$ cat config.mk
export PLATFORM = sky130hd
export DESIGN_NAME = icache_ctrl_flat
export DESIGN_NICKNAME = d
export VERILOG_FILES = /design/src/rtl/icache_ctrl_if.sv /design/src/rtl/icache_ctrl.sv /design/src/flat_wrapper.sv
export SDC_FILE = /design/constraint.sdc
export NUM_CORES = 1
export LEC_CHECK = 0
export ABC_CLOCK_PERIOD_IN_PS = 2600
export CORE_MARGIN = 2
export CORE_UTILIZATION = 40
export CTS_CLUSTER_DIAMETER = 120
export DETAILED_ROUTE_END_ITERATION = 10
export PLACE_DENSITY = 0.93
export RECOVER_POWER = 50
export SETUP_SLACK_MARGIN = 0.15
export SLEW_MARGIN = 15
export SYNTH_ARGS = -nofsm -noshare
export SYNTH_HDL_FRONTEND = slang
export SYNTH_SLANG_ARGS = --single-unit
$ cat constraint.sdc
create_clock -name clk -period 2.6 [get_ports clk]
set_input_delay 0.52 -clock clk [delete_from_list [all_inputs] [get_ports clk]]
set_output_delay 0.52 -clock clk [all_outputs]
set_load 0.005 [all_outputs]
$ cat src/rtl/icache_ctrl_if.sv
// Bus bundle for the instruction-cache sequencing controller.
// Carries the IF-stage request/response, the cache lookup/replace port and
// the byte-wide memory read port.
//   master : controller view (drives if_ready/if_inst, cache and memory requests)
//   slave  : environment view (IF stage, cache array, memory arbiter)
interface icache_ctrl_if #(
  parameter int ADDR_W = 32,
  parameter int INST_W = 32
);
  // IF stage side
  logic              if_req;
  logic [ADDR_W-1:0] if_addr;
  logic              flush;
  logic              if_ready;
  logic [INST_W-1:0] if_inst;
  // cache array side
  logic [ADDR_W-1:0] c_addr;
  logic [INST_W-1:0] c_data;
  logic              c_hit;
  logic [INST_W-1:0] c_wdata;
  logic              c_replace;
  // memory side
  logic              mem_req;
  logic [ADDR_W-1:0] mem_addr;
  logic              mem_grant;
  logic [7:0]        mem_din;

  modport master (
    input  if_req, if_addr, flush, c_data, c_hit, mem_grant, mem_din,
    output if_ready, if_inst, c_addr, c_wdata, c_replace, mem_req, mem_addr
  );

  modport slave (
    output if_req, if_addr, flush, c_data, c_hit, mem_grant, mem_din,
    input  if_ready, if_inst, c_addr, c_wdata, c_replace, mem_req, mem_addr
  );
endinterface

$ cat src/rtl/icache_ctrl.sv
// Sequencing controller for a direct-mapped instruction cache.
// A lookup hit returns the cached word in the cycle after acceptance. A miss
// fetches the four bytes of the word over the byte-wide memory port,
// assembles them little-endian, writes the word into the cache and returns
// it. flush aborts any transaction in progress; a partial refill is dropped.
// Ports:
//   clk  : clock, all state updates on the rising edge
//   rst  : asynchronous active-low reset
//   bus  : icache_ctrl_if.master (IF request/response, cache port, memory port)
module icache_ctrl #(
  parameter int ADDR_W = 32,
  parameter int INST_W = 32
) (
  input  logic         clk,
  input  logic         rst,
  icache_ctrl_if.master bus
);

  typedef enum logic [1:0] {
    IDLE,
    LOOKUP,
    FETCH,
    REFILL
  } state_t;

  state_t            state;
  logic [ADDR_W-1:0] req_addr;
  logic [2:0]        issue_cnt;
  logic [2:0]        recv_cnt;
  logic [INST_W-1:0] buffer;
  // A byte was granted last cycle, so mem_din carries it this cycle.
  logic              recv_pend;

  logic fetch_req;
  logic hit_ready;
  logic refill;
  logic unused_addr_bits;

  assign unused_addr_bits = ^bus.if_addr[1:0];

  assign fetch_req = (state == FETCH) && (issue_cnt < 3'd4) && !bus.flush;
  assign hit_ready = (state == LOOKUP) && bus.c_hit;
  assign refill    = (state == REFILL);

  always_ff @(posedge clk or negedge rst) begin
    if (!rst) begin
      state     <= IDLE;
      req_addr  <= '0;
      issue_cnt <= '0;
      recv_cnt  <= '0;
      buffer    <= '0;
      recv_pend <= 1'b0;
    end else begin
      recv_pend <= 1'b0;
      if (bus.flush) begin
        // An outstanding byte still returns next cycle; recv_pend is dropped
        // so it is never written into the buffer.
        state <= IDLE;
      end else begin
        unique case (state)
          IDLE: begin
            if (bus.if_req) begin
              req_addr <= {bus.if_addr[ADDR_W-1:2], 2'b00};
              state    <= LOOKUP;
            end
          end
          LOOKUP: begin
            if (bus.c_hit) begin
              state <= IDLE;
            end else begin
              issue_cnt <= '0;
              recv_cnt  <= '0;
              buffer    <= '0;
              state     <= FETCH;
            end
          end
          FETCH: begin
            if (fetch_req && bus.mem_grant) begin
              issue_cnt <= issue_cnt + 3'd1;
              recv_pend <= 1'b1;
            end
            if (recv_pend) begin
              buffer[{recv_cnt[1:0], 3'b000} +: 8] <= bus.mem_din;
              recv_cnt <= recv_cnt + 3'd1;
              if (recv_cnt == 3'd3) begin
                state <= REFILL;
              end
            end
          end
          REFILL: begin
            state <= IDLE;
          end
          default: begin
            state <= IDLE;
          end
        endcase
      end
    end
  end

  // Response strobes depend on same-cycle c_hit and flush, so they are decoded
  // from the registered state rather than registered themselves.
  assign bus.c_addr    = req_addr;
  assign bus.mem_req   = fetch_req;
  assign bus.mem_addr  = req_addr + ADDR_W'(issue_cnt);
  assign bus.c_wdata   = buffer;
  assign bus.c_replace = refill && !bus.flush;
  assign bus.if_ready  = (hit_ready || refill) && !bus.flush;
  assign bus.if_inst   = hit_ready ? bus.c_data :
                         refill    ? buffer     : '0;

endmodule

$ cat src/flat_wrapper.sv
// flat-port wrapper written by rule: the top's interface ports become plain ports
module icache_ctrl_flat 
#(
  parameter int ADDR_W = 32,
  parameter int INST_W = 32
)
  (clk, rst, bus_if_req, bus_if_addr, bus_flush, bus_c_data, bus_c_hit, bus_mem_grant, bus_mem_din, bus_if_ready, bus_if_inst, bus_c_addr, bus_c_wdata, bus_c_replace, bus_mem_req, bus_mem_addr);
  icache_ctrl_if #(.ADDR_W(ADDR_W), .INST_W(INST_W)) bus_i ();
  input  logic clk;
  input  logic rst;
  input wire logic [$bits(bus_i.if_req)-1:0] bus_if_req;
  input wire logic [$bits(bus_i.if_addr)-1:0] bus_if_addr;
  input wire logic [$bits(bus_i.flush)-1:0] bus_flush;
  input wire logic [$bits(bus_i.c_data)-1:0] bus_c_data;
  input wire logic [$bits(bus_i.c_hit)-1:0] bus_c_hit;
  input wire logic [$bits(bus_i.mem_grant)-1:0] bus_mem_grant;
  input wire logic [$bits(bus_i.mem_din)-1:0] bus_mem_din;
  output wire logic [$bits(bus_i.if_ready)-1:0] bus_if_ready;
  output wire logic [$bits(bus_i.if_inst)-1:0] bus_if_inst;
  output wire logic [$bits(bus_i.c_addr)-1:0] bus_c_addr;
  output wire logic [$bits(bus_i.c_wdata)-1:0] bus_c_wdata;
  output wire logic [$bits(bus_i.c_replace)-1:0] bus_c_replace;
  output wire logic [$bits(bus_i.mem_req)-1:0] bus_mem_req;
  output wire logic [$bits(bus_i.mem_addr)-1:0] bus_mem_addr;
  assign bus_i.if_req = bus_if_req;
  assign bus_i.if_addr = bus_if_addr;
  assign bus_i.flush = bus_flush;
  assign bus_i.c_data = bus_c_data;
  assign bus_i.c_hit = bus_c_hit;
  assign bus_i.mem_grant = bus_mem_grant;
  assign bus_i.mem_din = bus_mem_din;
  assign bus_if_ready = bus_i.if_ready;
  assign bus_if_inst = bus_i.if_inst;
  assign bus_c_addr = bus_i.c_addr;
  assign bus_c_wdata = bus_i.c_wdata;
  assign bus_c_replace = bus_i.c_replace;
  assign bus_mem_req = bus_i.mem_req;
  assign bus_mem_addr = bus_i.mem_addr;
  icache_ctrl #(.ADDR_W(ADDR_W), .INST_W(INST_W)) u_core (.clk(clk), .rst(rst), .bus(bus_i));
endmodule
# ---- After elaboration in Yosys (flattened, before gate mapping)
# Cells that the tools add are included.
dict set report word_totals {
  output_inout_bits 131
  register_bits 71
  input_bits 78
  word_cells 58
}
dict set report classes {
  magnitude_cmp 1
  add_sub_neg 4
  bitwise_logic 1
  n_mux 20
  reduce_logical 14
  shifts 2
  n_eq_ne 10
}
# cell count
set op_table {}
lappend op_table {{32-bit two-way mux} 4}
lappend op_table {{32-bit case mux with 2 select lines} 1}
lappend op_table {{32-bit by 3-bit adder with 32-bit output} 1}
lappend op_table {{32-bit bitwise mux} 1}
lappend op_table {{8-bit by 7-bit variable shift with 32-bit output, first input constant} 1}
lappend op_table {{8-bit by 7-bit variable part select with 32-bit output} 1}
lappend op_table {{3-bit case mux with 2 select lines} 2}
lappend op_table {{2-bit two-way mux} 5}
lappend op_table {{3-bit two-way mux} 3}
lappend op_table {{2-bit case mux with 4 select lines} 1}
lappend op_table {{4-bit AND reduction} 2}
lappend op_table {{5-bit negator with 7-bit output} 1}
lappend op_table {{3-bit by 1-bit adder with 3-bit output, second input constant} 2}
lappend op_table {{1-bit logical AND} 6}
lappend op_table {{3-bit != test, second input constant} 2}
lappend op_table {{3-bit AND reduction} 2}
lappend op_table {{2-bit equality test, second input constant} 2}
lappend op_table {{2-bit != test, second input constant} 2}
lappend op_table {{3-bit by 2-bit equality test with 1-bit output, second input constant} 1}
lappend op_table {{3-bit < comparator, second input constant} 1}
lappend op_table {{1-bit two-way mux} 3}
lappend op_table {{3-bit by 2-bit != test with 1-bit output, second input constant} 1}
lappend op_table {{2-bit by 1-bit equality test with 1-bit output, second input constant} 1}
lappend op_table {{2-bit logical NOT} 1}
lappend op_table {{5 further kinds} 5}

# ---- Longest topological paths before layout
dict set report depth {
  depth_word 7
  ltp_mapped 6
}

# ---- Worst setup path before layout
# OpenSTA, ideal clock, no wires.
dict set report synth_timing {
  path_type {flip-flop to output port}
  startpoint {register u_core.issue_cnt[2]}
  endpoint {output bus_mem_addr[18]}
  arrival_time_ps 1628
  path_stages_with_launch 7
  required_time_ps 2080
  slack_ps 452
  path_cell_list {dfrtp_1 -> ha_1 -> ha_1 -> inv_1 -> or3_4 -> nor3_1 -> xor2_1}
}
dict set report synth_via {
  elab_chain_len 1
}
# item line_no
set synth_lines {}
lappend synth_lines {{start, declared} icache_ctrl.sv:28} ;# logic [2:0] issue_cnt;
lappend synth_lines {{start signal, assigned} icache_ctrl.sv:79} ;# issue_cnt <= issue_cnt + 3'd1;
lappend synth_lines {{32-bit by 3-bit adder with 32-bit output} icache_ctrl.sv:105} ;# assign bus.mem_addr = req_addr + ADDR_W'(issue_cnt);
lappend synth_lines {{end, declared} flat_wrapper.sv:24} ;# output wire logic [$bits(bus_i.mem_addr)-1:0] bus_mem_addr;
# No other way between the ends.

# ---- Worst setup path after layout
# Ends and elaborated chain as after synthesis.

==> metrics.md <==
| Metric | Value |
|---|---|
| Layout cells sized above 1 | `0.275` |
| GR Overflow Total | `0` |
| Worst Hold Class | `reg -> reg` |
| Crit path buffers/inverters | `4` |
| CTS tree | `built` |
| Number of flops mapped to enable cells by yosys | `0` |
| Post-layout util | `0.735` |
| Post-route ant nets | `0` |
| First-pass GRT wire length | `approximately 23,000 µm` |
| Io pins | `209` |
| Clock skew | `0.0110 ns` |
| Worst-path clk slew | `0.08 ns` |
| Cell variety after synth | `42` |
| Avg WL per Cell | `around 19 µm` |
| GRT Resource Usage Total | `0.263` |
| Post-synthesis sequential area ratio | `0.448` |
| IO buf count | `a little over 200` |
| Fillcell total | `about 650` |
| Vias in the first global route | `between 4k and 5k` |
| Syn Area/Cell | `between 10 and 15 µm²` |
| Failing checks | `max-capacitance violations, max-slew violations, negative setup slack` |
| Root Buffer | `clkbuf_8` |
| Post-DP HPWL | `about 10000 µm` |
| Slew margin rel. | `-0.345` |
| Final wirelength | `15,000 µm` |
| Num rows | `36` |
| Setup WS post-layout | `-0.0560 ns` |
| Via-to-Cell Ratio | `5.32` |
| Die Y | `approximately 100 µm` |
| Pwr dens | `slightly above 500 nW/µm²` |
| Fin. Hold Viols | `0` |
| Initial Utilization | `0.410` |
| Die ar. | `about 11,000 µm²` |
| Worst-skew pair later-pin latency | `about 0.34 ns` |
| Drt first-iter violations | `262` |
| Post-synthesis sequential element count | `71` |
| CP arrival | `between 2 and 2.5 ns` |
| CP endpoint kind | `output port` |
| ANT cells | `0` |
| Post-synth ARST share | `1.00` |
| WS Path Type | `reg -> out` |
| RSZ-0062 raised after global routing | `true` |
| VDD IR max | `around 0.29 mV` |
| Mapped cell area | `a little under 4000 µm²` |
| CTS Buf Count | `9` |
| Main synth FF type | `dfrtp_1` |
| Leakage | `between 3 and 4 nW` |
| Placement Setup Slack | `-0.127 ns` |
| Period utilization | `1.02` |
| Sequential Area | `between 1500 and 2000 µm²` |
| Worst Tran Pin Value | `2.02 ns` |
| Slowest cell on crit path | `or3_4` |
| Cts hold-fix bufs | `0` |
| Initial antenna violation count | `0` |
| Largest stage delay, worst path | `approximately 0.4 ns` |
| Final nets | `748` |
| Maximum clock rate | `about 0.38 GHz` |
| Max Buffers Root-to-Sink | `2` |
| Cells after Synth | `around 400` |
| Die width | `between 100 and 150 µm` |
| Warnings, synthesis | `0` |
| Clk sinks | `71` |
| TritonRoute pass-1 iters | `5` |
| Slew Limit Fails | `35` |
| Final Wtd Congestion | `around 0.87` |
| CP Max Fanout | `3` |
| Multi-input gate area | `2220 µm²` |
| Top delay family on crit path | `simple AND/OR/NAND/NOR gates` |
| H-tree levels | `3` |
| Startpoint types | `register` |
| Outcome | `complete, but fails checks` |
| Max_cap viols | `1` |
| Final setup vio count | `4` |
| Largest net degree at the start of global routing | `38` |
| Crit path required time | `roughly 2.1 ns` |
| Residual DRC | `0` |
| Area Growth Syn to Fin | `79.5%` |
| Vias | `4,249` |
| Min Tclk post-route | `2.66 ns` |
| CORE AREA | `9680 µm²` |
| CP Cell Sequence | `ha_4, buf_6, ha_4, inv_2, or3_4, buf_6, nor3_4, xor2_1, buf_2` |
-- path summary, 6_finish.rpt --
| check | start | end | slack, ns | depth (start not counted) |
|---|---|---|---|---|
| max | u_core.issue_cnt[2]$_DFFE_PN0P_ | bus_mem_addr[18] | -0.06 | 9 |
| min | u_core.bus.c_wdata[17]$_DFFE_PN0P_ | u_core.bus.c_wdata[17]$_DFFE_PN0P_ | 0.54 | 2 |
| max reg2reg | u_core.state[0]$_DFFE_PN0P_ | u_core.bus.c_wdata[20]$_DFFE_PN0P_ | 0.18 | 6 |
| min reg2reg | u_core.bus.c_wdata[17]$_DFFE_PN0P_ | u_core.bus.c_wdata[17]$_DFFE_PN0P_ | 0.54 | 2 |
| max in group asynchronous | rst | u_core.bus.c_addr[22]$_DFFE_PN0P_ | 0.56 | 1 |
| min in group asynchronous | rst | u_core.bus.c_addr[6]$_DFFE_PN0P_ | 0.74 | 1 |
-- cells in the mapped netlist, drive strengths merged (4+ instances only) --
cell    instances  area, µm²
nand3          26        130
a22o           34        298
xor2            7       61.3
and3            5       31.3
xnor2          20        175
ha             10        125
nor4            4       31.3
and2            4       25.0
nand4          10       77.6
nor3            9       50.1
mux2           28        315
inv            25       93.8
o21ai          38        190
buf            13       80.1
nand2          45        169
dfrtp          71       1780
nor2            8       30.0
clkbuf          9       33.8
-- logic make-up (layout without fill, tap and decap cells) --
logic type      after synthesis  count (layout)  share of synthesized area
other cells                   1               2                   0.000945
mux                          29              29                     0.0820
flops                        71              71                      0.448
fa+ha+maj                    10              10                     0.0315
compound gates               80              80                      0.146
buf+inv                      47             320                     0.0523
xor+xnor                     27              27                     0.0596
simple gates                126             126                      0.180
-- where the power goes --
group / switching, mW / leakage [nW] / internal (mW)
logic: 0.528 / 2.30 / 0.741
clock network: 0.403 / 0.104 / 0.539
registers: 0.160 / 0.911 / 1.26
total: 1.09 / 3.32 / 2.54
-- sequential cells by signal (all words and copies together) (netlist names) --
signal	flops
u_core.bus.c_addr	30
u_core.bus.c_wdata	32
u_core.issue_cnt	3
u_core.recv_cnt	3
u_core.recv_pend	1
u_core.state	2
-- metrics by stage --
step | TNS [ns] | power [mW] | std cells | hold WS [ns] | cell area (µm²)
final | -0.132 | 3.63 | 798 | 0.537 | 7120
after global routing | -0.951 | 3.80 | 798 | 0.548 | 7120
after CTS | -0.137 | 3.63 | 786 | 0.294 | 6930
after detailed placement | -0.408 | 2.69 | 740 | 0.508 | 6350
after global placement | -0.0294 | 2.63 | 740 | 0.495 | 6350
after floorplan | 0 | 1.84 | 392 | 0.224 | 3970
-- final cells by class --
class                           instances  area share
Inverter                               25      0.0132
Timing Repair Buffer                  279       0.373
Sequential cell                        71       0.250
Tap cell                              133      0.0234
Clock buffer                           12      0.0190
Multi-Input combinational cell        274       0.312
Clock inverter                          4     0.00984
-- per-layer routing --
metal,GRT usage,part of all wire,vias to the layer above
met5,0,0,-
met4,0.106,0.039,0
met3,0.0422,0.059,51
met2,0.472,0.52,196
met1,0.315,0.38,2072
li1,-,-,1930
-- worst min-delay path, delay by kind of cell (launching register included) --
family / cells / cell delay [ns]
DFF: 1 / 0.38
and+or+nand+nor: 1 / 0.06
AOI/OAI and AO/OA: 1 / 0.06
-- what timing repair did --
| action | CTS | global route |
|---|---|---|
| buffers inserted | 27 | 11 |
| pin swaps | 31 | 24 |
| setup endpoints to repair | 61 | 39 |
| cloned | 3 | 1 |
| gates resized for setup | 157 | 48 |
-- placed cells by master (no fill, tap or decap), drive strengths merged, types with 2 or more instances in the layout --
| master | count |
|---|---|
| or3 | 2 |
| o21ai | 38 |
| nand4 | 10 |
| clkbuf | 19 |
| nor4 | 4 |
| nor4b | 2 |
| dlymetal6s2s | 6 |
| and3 | 5 |
| dlygate4sd3 | 39 |
| nor3b | 2 |
| clkdlybuf4s50 | 102 |
| conb | 2 |
| clkinv | 2 |
| o221a | 2 |
| inv | 25 |
| nand3 | 26 |
| xnor2 | 20 |
| ha | 10 |
| nand2 | 45 |
| o221ai | 2 |
| nand3b | 2 |
| dlygate4sd2 | 26 |
| a22o | 34 |
| buf | 91 |
| clkdlybuf4s15 | 8 |
| nor2b | 2 |
| nor2 | 8 |
| bufinv | 2 |
| mux2 | 28 |
| and3b | 2 |
| nor3 | 9 |
| xor2 | 7 |
| and2 | 4 |
| dfrtp | 71 |
No activity file was read; power rests on OpenSTA's default activity.
